`config.mk`:
```
export PLATFORM = sky130hd
export DESIGN_NAME = opb_slave_mux
export DESIGN_NICKNAME = d
export VERILOG_FILES = /design/src/rtl/opb_pkg.sv /design/src/rtl/opb_addr_decode.sv /design/src/rtl/opb_slave_mux.sv
export SDC_FILE = /design/constraint.sdc
export NUM_CORES = 1
export LEC_CHECK = 0
export CAP_MARGIN = 20
export CORE_MARGIN = 5
export CORE_UTILIZATION = 40
export CTS_CLUSTER_SIZE = 24
export DETAILED_ROUTE_END_ITERATION = 10
export DONT_BUFFER_PORTS = 1
export PLACE_DENSITY_LB_ADDON = 0.25
export RECOVER_POWER = 25
export SKIP_CTS_REPAIR_TIMING = 1
export SLEW_MARGIN = 20
export SYNTH_ARGS = -nofsm -noshare
export SYNTH_HDL_FRONTEND = slang
export SYNTH_SLANG_ARGS = --single-unit
```
`constraint.sdc`:
```
create_clock -name OPB_Clk -period 5.7 [get_ports OPB_Clk]
set_clock_uncertainty 0.2 [all_clocks]
set_input_delay 0.855 -clock OPB_Clk [delete_from_list [all_inputs] [get_ports OPB_Clk]]
set_output_delay 0.855 -clock OPB_Clk [all_outputs]
set_load 0.01 [all_outputs]
```
`src/rtl/opb_pkg.sv`:
```
// opb_slave_mux shared definitions.
// Bus widths, FSM state encoding and error counter width.
package opb_pkg;

  localparam int AWIDTH = 32;
  localparam int DWIDTH = 32;
  localparam int ECW    = 16;

  typedef enum logic [1:0] {
    IDLE,
    ACTIVE,
    DONE
  } opb_state_e;

endpackage

```
`src/rtl/opb_addr_decode.sv`:
```
// opb_slave_mux address decoder.
// Window hit test and slave index extraction, purely combinational.
module opb_addr_decode
  import opb_pkg::*;
#(
  parameter logic [31:0] C_BASEADDR   = 32'h0100_0000,
  parameter int          C_NUM_SLAVES = 4,
  parameter int          C_SPAN_LOG2  = 8
) (
  input  logic [0:AWIDTH-1] abus,
  output logic              hit,
  output logic [3:0]        idx,
  output logic              idx_valid
);

  logic [AWIDTH-1:0] addr;
  logic [AWIDTH-1:0] idx_sh;

  // Bit 0 of the bus is the MSB, so a packed copy keeps the numeric value.
  assign addr   = abus;
  assign idx_sh = addr >> C_SPAN_LOG2;

  // Upper bits above the index field must match the base.
  always_comb begin
    hit       = (addr >> (C_SPAN_LOG2 + 4)) ==
                (C_BASEADDR >> (C_SPAN_LOG2 + 4));
    idx       = idx_sh[3:0];
    idx_valid = ({28'd0, idx_sh[3:0]} < 32'(C_NUM_SLAVES));
  end

endmodule

```
`src/rtl/opb_slave_mux.sv`:
```
// opb_slave_mux top level.
// Select FSM, ack timeout, read data return and error counter.
module opb_slave_mux
  import opb_pkg::*;
#(
  parameter logic [31:0] C_BASEADDR   = 32'h0100_0000,
  parameter int          C_NUM_SLAVES = 4,
  parameter int          C_SPAN_LOG2  = 8,
  parameter int          C_TIMEOUT    = 12
) (
  input  logic                       OPB_Clk,
  input  logic                       OPB_Rst,
  input  logic [0:AWIDTH-1]          OPB_ABus,
  input  logic                       OPB_select,
  input  logic                       OPB_RNW,
  output logic [0:DWIDTH-1]          Sl_DBus,
  output logic                       Sl_xferAck,
  output logic                       Sl_errAck,
  output logic                       Sl_retry,
  output logic                       Sl_toutSup,
  output logic [C_NUM_SLAVES-1:0]    S_select,
  input  logic [C_NUM_SLAVES*32-1:0] S_DBus,
  input  logic [C_NUM_SLAVES-1:0]    S_xferAck,
  output logic [ECW-1:0]             err_cnt
);

  opb_state_e state, state_n;

  logic [3:0]              cnt, cnt_n;
  logic [3:0]              idx_q, idx_n;
  logic [C_NUM_SLAVES-1:0] sel_n, sel_hot;
  logic [DWIDTH-1:0]       dbus_n, rd_data;
  logic                    xack_n, eack_n, tsup_n;
  logic [ECW-1:0]          ecnt_n, ecnt_inc;
  logic [15:0]             ack_pad;
  logic                    hit, idx_valid;
  logic [3:0]              dec_idx;
  logic                    tmo;

  opb_addr_decode #(
    .C_BASEADDR   (C_BASEADDR),
    .C_NUM_SLAVES (C_NUM_SLAVES),
    .C_SPAN_LOG2  (C_SPAN_LOG2)
  ) u_dec (
    .abus      (OPB_ABus),
    .hit       (hit),
    .idx       (dec_idx),
    .idx_valid (idx_valid)
  );

  assign Sl_retry = 1'b0;

  // Slave-side muxing: one-hot select, latched-slave data and ack.
  always_comb begin
    sel_hot = '0;
    rd_data = '0;
    ack_pad = '0;
    ack_pad[C_NUM_SLAVES-1:0] = S_xferAck;
    for (int k = 0; k < C_NUM_SLAVES; k++) begin
      sel_hot[k] = (dec_idx == 4'(k));
      if (idx_q == 4'(k)) rd_data = S_DBus[32*k +: 32];
    end
  end

  assign tmo      = (({1'b0, cnt} + 5'd1) == 5'(C_TIMEOUT));
  assign ecnt_inc = (&err_cnt) ? err_cnt : err_cnt + 1'b1;

  // Next state and next values of all registered outputs.
  always_comb begin
    state_n = state;
    cnt_n   = cnt;
    idx_n   = idx_q;
    sel_n   = S_select;
    dbus_n  = '0;
    xack_n  = 1'b0;
    eack_n  = 1'b0;
    ecnt_n  = err_cnt;
    unique case (state)
      IDLE: begin
        if (OPB_select && hit) begin
          if (idx_valid) begin
            idx_n   = dec_idx;
            sel_n   = sel_hot;
            cnt_n   = '0;
            state_n = ACTIVE;
          end else begin
            eack_n  = 1'b1;
            ecnt_n  = ecnt_inc;
            state_n = DONE;
          end
        end
      end
      ACTIVE: begin
        if (!OPB_select) begin
          sel_n   = '0;
          state_n = IDLE;
        end else if (ack_pad[idx_q]) begin
          dbus_n  = OPB_RNW ? rd_data : '0;
          xack_n  = 1'b1;
          sel_n   = '0;
          state_n = DONE;
        end else if (tmo) begin
          eack_n  = 1'b1;
          ecnt_n  = ecnt_inc;
          sel_n   = '0;
          state_n = DONE;
        end else begin
          cnt_n = cnt + 1'b1;
        end
      end
      DONE: state_n = IDLE;
      default: begin
        sel_n   = '0;
        state_n = IDLE;
      end
    endcase
    tsup_n = (state_n == ACTIVE);
  end

  // State and output registers, cleared asynchronously.
  always_ff @(posedge OPB_Clk or posedge OPB_Rst) begin
    if (OPB_Rst) begin
      state      <= IDLE;
      cnt        <= '0;
      idx_q      <= '0;
      S_select   <= '0;
      Sl_DBus    <= '0;
      Sl_xferAck <= 1'b0;
      Sl_errAck  <= 1'b0;
      Sl_toutSup <= 1'b0;
      err_cnt    <= '0;
    end else begin
      state      <= state_n;
      cnt        <= cnt_n;
      idx_q      <= idx_n;
      S_select   <= sel_n;
      Sl_DBus    <= dbus_n;
      Sl_xferAck <= xack_n;
      Sl_errAck  <= eack_n;
      Sl_toutSup <= tsup_n;
      err_cnt    <= ecnt_n;
    end
  end

endmodule

```
==> reports/metrics.yaml <==
run_status:
  status: "complete, no violations"
worst_setup_path:
  r2r_slack_ns: 2.87
  cpPeakStageDelay_ns: 0.53
  critPathSlowestCell: "nand2_2"
  endpoint_kind: "flip-flop"
  worstPathArrival_ns: 2.86
  r2r-start: "idx_q[0]$_DFFE_PP0P_"
  reg2regPathDepth: 6
  crit_fanout: 37
  r2r-end: "Sl_DBus[0]$_DFF_PP0_"
  cp-start-kind: "flip-flop"
  cp.required_ns: 5.72
  path_cells: "buf_4, or3b_1, o22a_4, nor2_4, nand2_2, nor3_1"
  crit_type: "flip-flop to flip-flop"
yosys:
  synth.net_count: 509
  synth_cell_types: 46
  synth_ff_type: "dfrtp_1"
  synth_top_family_by_area: "simple AND/OR/NAND/NOR gates"
  syn_area_um2: 3580
  synthCells: 339
  synth_edf_count: 0
  synthXorXnorAreaFrac_pct: 4.16
  muxShareOfSynthArea_pct: 11.9
  synth-seq-cells: 65
  async_reset_ff_share_pct: 100
  syn_avg_cell_area_um2: 10.6
  synth_compound_area_share_pct: 8.77
  synth_warnings: 0
  synth_fa_ha_area_share_pct: 0.699
  synth-simple-area-share_pct: 24.9
  yosysSeqAreaShare_pct: 45.4
grt:
  grt_pass1_vias: 2824
  grtUsageMet3_pct: 6.47
  met2_usage_pct: 27.9
  grtUsageTotal_pct: 17.4
  grt_most_used_layer: "met2"
  antenna_found_initial: 1
  grt_overflow: 0
  grt_pass1_wl_mm: 15.2
  grt_max_degree: 63
  met1_usage_pct: 21.3
timing:
  grt_setup_unrepaired: "no"
  maxSlewViolCount: 0
  post-route-period-util_pct: 49.7
  tns_ns: 0
  worstMarginPinSlew_ns: 0.935
  final-setup-viol-count: 0
  max_freq_mhz: 353
  slew_headroom_pct: 37.4
  final.min_clock_period_ns: 2.83
  hold_violations: 0
drt:
  drtIter0Drc: 135
  num_vias: 2609
  antenna_left: 0
  finalWirelength_mm: 9.69
  drc: 0
  first_pass_iters: 4
  wl_per_cell_um: 21.8
  via_per_inst: 5.86
cts:
  clock_sinks: 65
  insertion_delay_ns: 0.33
  ctsLongestPathBuffers: 2
  cts_inserted_buffers: 9
  path_clk_slew_ns: 0.07
  cts_tree: "built"
  cts_root_buf: "clkbuf_8"
  cts_max_level: 3
floorplanning:
  coreArea_um2: 8720
  num_rows: 34
  ioPinCount: 224
  start_util_pct: 41.1
  dieArea_um2: 10900
  die_x_um: 105
  die_height_um: 105
layout:
  area_growth_pct: 6.11
  drive_gt1_share_pct: 25.9
  fin_cells: 445
  fin_area_um2: 3800
  final_net_count: 503
  fin_util_pct: 43.6
placement:
  dp_cells: 430
  portBuffers: 0
  routabilityCongestion: 0.786
  post_dp_cell_area_um2: 3630
  dp_hpwl_mm: 7.17
power_and_ir_drop:
  irDropWorstVdd_mv: 0.0861
  p_per_area_nw_per_um2: 223
  p_leak_nw: 1.58
job:
  max_cap_violations: 0
worst_hold_path:
  min_path_type: "input pin to async pin"
logic make-up after synthesis:
logic type      after synthesis
mux                          37
fa+ha+maj                     2
other cells                   1
simple gates                144
xor+xnor                     17
compound gates               46
buf+inv                      27
flops                        65
state kept, by name, indices dropped and copies added (netlist names):
register,flops
cnt,4
Sl_errAck,1
S_select,4
Sl_toutSup,1
state,2
Sl_DBus,32
Sl_xferAck,1
idx_q,4
err_cnt,16
where the power goes:
part / internal, mW / switching, mW / leakage (nW)
clock network: 0.175 / 0.169 / 0.0871
logic: 0.0178 / 0.0225 / 0.593
registers: 0.461 / 0.000659 / 0.900
routing by layer:
metal	routed length (um)	up-vias
li1	-	1216
met5	0	-
met3	711	19
met4	231	0
met2	4810	126
met1	3930	1248
Yosys cell counts, types with 3 or more instances:
cell type	number	area, um2
dfrtp_1	65	1630
nor2_1	42	158
o22ai_1	33	206
mux2_2	31	349
nor3_2	29	290
nand3_1	15	75.1
xnor2_1	15	131
nand2_1	11	41.3
clkbuf_1	10	37.5
nand4_1	10	62.6
and3_1	9	56.3
inv_1	5	18.8
and2_1	4	25.0
buf_2	4	20.0
buf_6	4	45.0
o21ai_1	4	20.0
and4_1	3	26.3
mux2_1	3	33.8
nand2b_1	3	18.8
nor4_1	3	18.8
or3_1	3	18.8
through the flow:
| stage | hold WS, ns | setup slack (ns) | power, mW |
|---|---|---|---|
| 2_1_floorplan | 0.275 | 3.02 | 0.506 |
| 3_3_place_gp | 0.303 | 2.74 | 0.511 |
| 3_5_place_dp | 0.304 | 2.76 | 0.512 |
| 4_1_cts | 0.0361 | 2.84 | 0.864 |
| 5_1_grt | 0.0730 | 2.70 | 0.896 |
| 6_report | 0.0800 | 2.87 | 0.847 |
layout make-up:
type	count	area, um2
tap	108	135
multi-input combinational	247	1810
clock buffer	11	151
inverter	5	18.8
sequential	65	1630
clock inverter	3	17.5
timing repair buffer	5	37.5
antenna	1	2.50
fill	821	4920
how the worst max path moves through the flow:
stage / startpoint / to / slack [ns] / cells after the start
2_1_floorplan: OPB_Rst / S_select[0]$_DFFE_PP0P_ / 3.02 / 1
3_3_place_gp: OPB_ABus[9] / err_cnt[1]$_DFFE_PP0P_ / 2.74 / 5
3_5_place_dp: OPB_ABus[9] / err_cnt[1]$_DFFE_PP0P_ / 2.76 / 5
4_1_cts: idx_q[0]$_DFFE_PP0P_ / Sl_DBus[0]$_DFF_PP0_ / 2.84 / 6
5_1_grt: idx_q[0]$_DFFE_PP0P_ / Sl_DBus[0]$_DFF_PP0_ / 2.70 / 6
6_report: idx_q[0]$_DFFE_PP0P_ / Sl_DBus[0]$_DFF_PP0_ / 2.87 / 6
critical path: cells and delay by family (launching register included):
kind / cells / cell delay, ns
flops: 1 / 0.32
simple gates: 4 / 1.53
compound gates: 1 / 0.26
buf+inv: 1 / 0.38
placed cells by master (no fill, tap or decap), drive strengths merged, types with 10 or more instances in the layout:
master	n
dfrtp	65
clkbuf	11
nor3	31
nand3	15
nand4	10
o22ai	33
nor2	43
mux2	34
xnor2	15
nand2	12
No activity file was read; power rests on OpenSTA's default activity.
